$ cat src/rtl/ram16x4_pkg.sv
// Shared defaults and FSM encoding for the ram16x4 arbiter.
package ram16x4_pkg;
  localparam int DATA_WIDTH_DEF = 4;
  localparam int DEPTH_DEF      = 16;

  typedef enum logic {INIT = 1'b0, RUN = 1'b1} state_t;
endpackage

$ cat src/rtl/ram16x4_arbiter_if.sv
// Two-port request/grant bus of the ram16x4 arbiter; busy rides along as a status line.
interface ram16x4_arbiter_if #(
  parameter int DATA_WIDTH = ram16x4_pkg::DATA_WIDTH_DEF,
  parameter int DEPTH      = ram16x4_pkg::DEPTH_DEF
);
  localparam int AW = $clog2(DEPTH);

  logic                  req_a, req_b;
  logic                  we_a, we_b;
  logic [AW-1:0]         addr_a, addr_b;
  logic [DATA_WIDTH-1:0] wdata_a, wdata_b;
  logic                  gnt_a, gnt_b;
  logic                  rvalid_a, rvalid_b;
  logic [DATA_WIDTH-1:0] rdata_a, rdata_b;
  logic                  busy;

  modport master (
    output req_a, req_b, we_a, we_b, addr_a, addr_b, wdata_a, wdata_b,
    input  gnt_a, gnt_b, rvalid_a, rvalid_b, rdata_a, rdata_b, busy
  );
  modport slave (
    input  req_a, req_b, we_a, we_b, addr_a, addr_b, wdata_a, wdata_b,
    output gnt_a, gnt_b, rvalid_a, rvalid_b, rdata_a, rdata_b, busy
  );
endinterface

$ cat src/rtl/ram16x4_rr_pick.sv
// Two-way round-robin pick; last_b remembers whether B was served most recently.
module ram16x4_rr_pick (
  input  logic clk,
  input  logic rst,
  input  logic en,
  input  logic req_a,
  input  logic req_b,
  output logic gnt_a,
  output logic gnt_b
);
  logic last_b;

  assign gnt_a = en & req_a & (~req_b | last_b);
  assign gnt_b = en & req_b & (~req_a | ~last_b);

  // Reset to "B served last" so A wins the first conflict.
  always_ff @(posedge clk or posedge rst)
    if (rst)                last_b <= 1'b1;
    else if (gnt_a | gnt_b) last_b <= gnt_b;
endmodule

$ cat src/rtl/ram16x4_arbiter.sv
// Single-port DEPTH x DATA_WIDTH RAM shared by two requesters with round-robin arbitration.
// Define RAM16X4_ARB_INIT_EN to zero the array after reset (busy during the sweep).
module ram16x4_arbiter
  import ram16x4_pkg::*;
#(
  parameter int DATA_WIDTH = DATA_WIDTH_DEF,
  parameter int DEPTH      = DEPTH_DEF
) (
  input logic             clk,
  input logic             rst,
  ram16x4_arbiter_if.slave bus
);
  localparam int AW = $clog2(DEPTH);

  logic                  run;
  logic                  acc_we;
  logic [AW-1:0]         acc_addr;
  logic [DATA_WIDTH-1:0] acc_wdata;
  logic [DATA_WIDTH-1:0] rd_word;
  logic [DATA_WIDTH-1:0] mem [DEPTH];

`ifdef RAM16X4_ARB_INIT_EN
  state_t        state_q, state_d;
  logic [AW-1:0] sweep_q, sweep_d;

  always_ff @(posedge clk or posedge rst)
    if (rst) begin
      state_q <= INIT;
      sweep_q <= '0;
    end else begin
      state_q <= state_d;
      sweep_q <= sweep_d;
    end

  always_comb begin
    state_d = state_q;
    sweep_d = sweep_q;
    if (state_q == INIT) begin
      sweep_d = sweep_q + 1'b1;
      if (sweep_q == AW'(DEPTH - 1)) begin
        state_d = RUN;
        sweep_d = '0;
      end
    end
  end

  assign run      = (state_q == RUN);
  assign bus.busy = (state_q == INIT);
`else
  assign run      = 1'b1;
  assign bus.busy = 1'b0;
`endif

  ram16x4_rr_pick u_pick (
    .clk   (clk),
    .rst   (rst),
    .en    (run),
    .req_a (bus.req_a),
    .req_b (bus.req_b),
    .gnt_a (bus.gnt_a),
    .gnt_b (bus.gnt_b)
  );

  // One shared access port: sweep owns it in INIT, else the granted requester.
  always_comb begin
    acc_we    = (bus.gnt_a & bus.we_a) | (bus.gnt_b & bus.we_b);
    acc_addr  = bus.gnt_b ? bus.addr_b  : bus.addr_a;
    acc_wdata = bus.gnt_b ? bus.wdata_b : bus.wdata_a;
`ifdef RAM16X4_ARB_INIT_EN
    if (!run) begin
      acc_we    = 1'b1;
      acc_addr  = sweep_q;
      acc_wdata = '0;
    end
`endif
  end

  always_ff @(posedge clk)
    if (acc_we) mem[acc_addr] <= acc_wdata;

  assign rd_word = mem[acc_addr];

  always_ff @(posedge clk or posedge rst)
    if (rst) begin
      bus.rvalid_a <= 1'b0;
      bus.rvalid_b <= 1'b0;
      bus.rdata_a  <= '0;
      bus.rdata_b  <= '0;
    end else begin
      bus.rvalid_a <= bus.gnt_a & ~bus.we_a;
      bus.rvalid_b <= bus.gnt_b & ~bus.we_b;
      if (bus.gnt_a & ~bus.we_a) bus.rdata_a <= rd_word;
      if (bus.gnt_b & ~bus.we_b) bus.rdata_b <= rd_word;
    end
endmodule

$ cat src/flat_wrapper.sv
// flat-port wrapper written by rule: the top's interface ports become plain ports
module ram16x4_arbiter_flat import ram16x4_pkg::*;
#(
  parameter int DATA_WIDTH = DATA_WIDTH_DEF,
  parameter int DEPTH      = DEPTH_DEF
)
  (clk, rst, bus_req_a, bus_req_b, bus_we_a, bus_we_b, bus_addr_a, bus_addr_b, bus_wdata_a, bus_wdata_b, bus_gnt_a, bus_gnt_b, bus_rvalid_a, bus_rvalid_b, bus_rdata_a, bus_rdata_b, bus_busy);
  ram16x4_arbiter_if #(.DATA_WIDTH(DATA_WIDTH), .DEPTH(DEPTH)) bus_i ();
  input logic clk;
  input logic rst;
  input wire logic [$bits(bus_i.req_a)-1:0] bus_req_a;
  input wire logic [$bits(bus_i.req_b)-1:0] bus_req_b;
  input wire logic [$bits(bus_i.we_a)-1:0] bus_we_a;
  input wire logic [$bits(bus_i.we_b)-1:0] bus_we_b;
  input wire logic [$bits(bus_i.addr_a)-1:0] bus_addr_a;
  input wire logic [$bits(bus_i.addr_b)-1:0] bus_addr_b;
  input wire logic [$bits(bus_i.wdata_a)-1:0] bus_wdata_a;
  input wire logic [$bits(bus_i.wdata_b)-1:0] bus_wdata_b;
  output wire logic [$bits(bus_i.gnt_a)-1:0] bus_gnt_a;
  output wire logic [$bits(bus_i.gnt_b)-1:0] bus_gnt_b;
  output wire logic [$bits(bus_i.rvalid_a)-1:0] bus_rvalid_a;
  output wire logic [$bits(bus_i.rvalid_b)-1:0] bus_rvalid_b;
  output wire logic [$bits(bus_i.rdata_a)-1:0] bus_rdata_a;
  output wire logic [$bits(bus_i.rdata_b)-1:0] bus_rdata_b;
  output wire logic [$bits(bus_i.busy)-1:0] bus_busy;
  assign bus_i.req_a = bus_req_a;
  assign bus_i.req_b = bus_req_b;
  assign bus_i.we_a = bus_we_a;
  assign bus_i.we_b = bus_we_b;
  assign bus_i.addr_a = bus_addr_a;
  assign bus_i.addr_b = bus_addr_b;
  assign bus_i.wdata_a = bus_wdata_a;
  assign bus_i.wdata_b = bus_wdata_b;
  assign bus_gnt_a = bus_i.gnt_a;
  assign bus_gnt_b = bus_i.gnt_b;
  assign bus_rvalid_a = bus_i.rvalid_a;
  assign bus_rvalid_b = bus_i.rvalid_b;
  assign bus_rdata_a = bus_i.rdata_a;
  assign bus_rdata_b = bus_i.rdata_b;
  assign bus_busy = bus_i.busy;
  ram16x4_arbiter #(.DATA_WIDTH(DATA_WIDTH), .DEPTH(DEPTH)) u_core (.clk(clk), .rst(rst), .bus(bus_i));
endmodule
$ cat config.mk
export PLATFORM = sky130hd
export DESIGN_NAME = ram16x4_arbiter_flat
export DESIGN_NICKNAME = d
export VERILOG_FILES = /design/src/rtl/ram16x4_pkg.sv /design/src/rtl/ram16x4_arbiter_if.sv /design/src/rtl/ram16x4_rr_pick.sv /design/src/rtl/ram16x4_arbiter.sv /design/src/flat_wrapper.sv
export SDC_FILE = /design/constraint.sdc
export NUM_CORES = 1
export LEC_CHECK = 0
export CORE_MARGIN = 2
export CORE_UTILIZATION = 35
export DETAILED_ROUTE_END_ITERATION = 10
export PLACE_DENSITY = 0.64
export SYNTH_ARGS = -nofsm -noshare
export SYNTH_HDL_FRONTEND = slang
export SYNTH_SLANG_ARGS = --single-unit
export TNS_END_PERCENT = 100
$ cat constraint.sdc
create_clock -name clk -period 6.1 [get_ports clk]
set_input_delay 0.915 -clock clk [delete_from_list [all_inputs] [get_ports clk]]
set_output_delay 0.915 -clock clk [all_outputs]
set_load 0.01 [all_outputs]
==> flow_summary.toml <==
[timing]
maxSlewViolCount = 0
skew_ns = 0.00724
hold_viol_final = 0
fin_setup_tns_ns = 0
rsz0062_at_grt = "false"
worst_pin_slew_ns = 0.933
max_freq_ghz = 0.287
timing.slew.headroom_pct = 36.1
min_period_ns = 3.49
fin_ws_ns = 2.61
final.period_utilization_pct = 57.2
finalSetupViolations = 0

[finish]
area_delta_synth_final_pct = 19.0
layout_commonest_cell = "edfxtp_1"
nNetsFinal = 302
mostFrequentLayoutCells = "edfxtp_1 (64), nand2_1 (35), clkdlybuf4s50_1 (33), nor2_1 (31), mux2i_1 (18)"
drive_gt1_share_pct = 13.3
diodes = 0
final_cells = 418
postLayoutCellArea_um2 = 4080

[synthesis]
yosysTopAreaCell = "edfxtp_1"
ys_ff_latch = 75
ys.flop_type = "edfxtp_1"
synthArstFlopShare_pct = 14.7
syn_nets = 269
synthTopCellsByArea = "edfxtp_1 (56%), dfrtp_1 (7.3%), mux2i_1 (5.3%)"
synth_cell_types = 41
yosys_warnings = 0
yosys.area.top_type_share_pct = 56.1
syn_area_um2 = 3430
yosysSeqAreaShare_pct = 64.2
syn_area_per_cell_um2 = 13.9
syn_inst = 247
synth-edff-count = 64

[flow_run]
maxCapViolCount = 0

[drt]
via_per_inst = 5.10
ant_nets = 0
wl_per_cell_um = 17.7
vias = 2133
drt_iter0_drc = 108
drt-pass1-iter-count = 4
finalWirelength_um = 7400
drc_errors = 0

[die]
rows = 36
die_area_um2 = 10600
pin_count = 35
start_util_pct = 35.5
die_h_um = 103
coreArea_um2 = 9640
die_w_um = 103

[place]
detailed_place.area_um2 = 3850
place_congestion = 0.903
dpl.hpwl_um = 5230
placement.io_buffers = 33
placedCellCount = 402
pre_cts_slack_ns = 2.33

[run_status]
status = "finished, final reports clean"

[critical_path]
worstSetupPathType = "in2out"
cp_common_cell = "clkdlybuf4s50_1"
arrival_ns = 2.57
endpoint_kind = "output pin"
cp_top_family = "buffers and inverters"
required_ns = 5.18
cp.buffers_inverters = 3
r2r_cells = 7
slowest_stage = "clkdlybuf4s50_1"
crit_path_max_fanout = 21
crit_path_start_kind = "primary input"
path_cells = "clkdlybuf4s50_1, a21bo_4, inv_4, clkdlybuf4s50_1"
crit_cells = 4
critPathMaxStageDelay_ns = 0.63

[cts]
cts_buffers = 9
cts_sinks = 75
htree_levels = 3
cts_hold_buffers = 0
cts_tree = "done"
clk_pin_slew_worst_paths_ns = 0.08
cts_root_buffer = "clkbuf_8"
clock_latency_ns = 0.35
postCtsResizedCells = 0
clk_path_buf_depth = 2
cts_setup_buffers = 0

[global_routing]
grt_antenna_before_repair = 0
grt_max_degree = 22
grt_pass1_vias = 2162
grt_overflow = 0
grt_use_met3_pct = 4.07
grtUsageMet2_pct = 23.7
groute.usage.overall_pct = 15.3
grt.busiest_layer = "met2"
groute.layer.met1.usage_pct = 19.5
grt_pass1_wl_um = 11600

[min_path]
holdPathStages = 2
min_path_type = "reg2reg"

[pwr]
p_total_mw = 1.21
swShare_pct = 25.1
switchingPower_mw = 0.304
p_int_mw = 0.905
comb_power_share_pct = 15.7
p_leak_nw = 1.42
p_clk_share_pct = 34.8
vdd_ir_drop_max_uv = 123
power_density_nw_per_um2 = 297
pwr-share-seq_pct = 49.5
-- power groups by stage --
stage,Combinational (mW),Clock (mW),Sequential [mW]
after global routing,0.209,0.452,0.602
after floorplan,0.107,0,0.615
after detailed placement,0.191,0,0.611
after CTS,0.192,0.429,0.599
final,0.190,0.421,0.598
after global placement,0.189,0,0.609
-- cell families (layout without fill, tap and decap cells) --
kind of cell	count (synthesis)	after routing	share of synthesized area (%)
buffers and inverters	16	54	2.63
multiplexers	35	35	14.7
AO/OA/AOI/OAI	38	38	8.33
other	1	1	0.109
AND/OR/NAND/NOR	82	82	10.0
flip-flops	75	75	64.2
-- path summary, 6_finish.rpt --
| path | startpoint | endpoint | slack (ns) |
|---|---|---|---|
| max | bus_req_b | bus_gnt_b | 2.61 |
| min | u_core.bus.rdata_b[3] | u_core.bus.rdata_b[3] | 0.51 |
| max reg2reg | u_core.u_pick.last_b | u_core.bus.rdata_a[2] | 3.34 |
| min reg2reg | u_core.bus.rdata_b[3] | u_core.bus.rdata_b[3] | 0.51 |
| max in group asynchronous | rst | u_core.u_pick.last_b | 4.93 |
| min in group asynchronous | rst | u_core.bus.rdata_a[0] | 0.85 |
-- synth_stat cells (all sizes together) (2+ instances only) --
cell,n
nand3,2
a2111oi,4
and3,2
a221oi,6
buf,8
dfrtp,10
a22oi,4
nand2,35
mux4,9
a31oi,3
a221o,2
mux2i,21
clkbuf,3
nand2b,3
edfxtp,64
mux2,5
o21ai,5
a21oi,11
nor2b,3
inv,5
nor3,2
nor2,31
-- flip-flops by register name (all words and copies together) (netlist names) --
register              count
u_core.bus.rvalid_b       1
u_core.mem               64
u_core.bus.rvalid_a       1
u_core.u_pick.last_b      1
u_core.bus.rdata_a        4
u_core.bus.rdata_b        4
-- area by class of cell --
| type | count | area, µm² |
|---|---|---|
| multi-input combinational | 156 | 1140 |
| timing repair buffer | 33 | 330 |
| clock inverter | 7 | 100 |
| fill | 889 | 5560 |
| clock buffer | 9 | 124 |
| tap | 133 | 166 |
| inverter | 5 | 21.3 |
| sequential | 75 | 2200 |
-- stage by stage --
step / hold WS [ns] / utilization (%)
after floorplan: 0.485 / -
after global placement: 0.469 / 40.0
after detailed placement: 0.505 / 40.0
after CTS: 0.515 / 42.3
after global routing: 0.554 / 42.3
final: 0.514 / 42.3
-- layer usage --
metal	share of wire (%)	vias up
met1	41	1045
met4	1.8	0
met5	0	-
met3	7.7	10
li1	-	1001
met2	49	77
-- worst register-to-register path: cells and delay by family, from the launching register on --
family | cells | cell delay, ns
buffers and inverters | 1 | 0.23
AND/OR/NAND/NOR | 1 | 0.30
AO/OA/AOI/OAI | 4 | 0.93
flip-flops | 1 | 0.39
multiplexers | 1 | 0.82
Note: power is estimated with default switching activity, not from simulation.
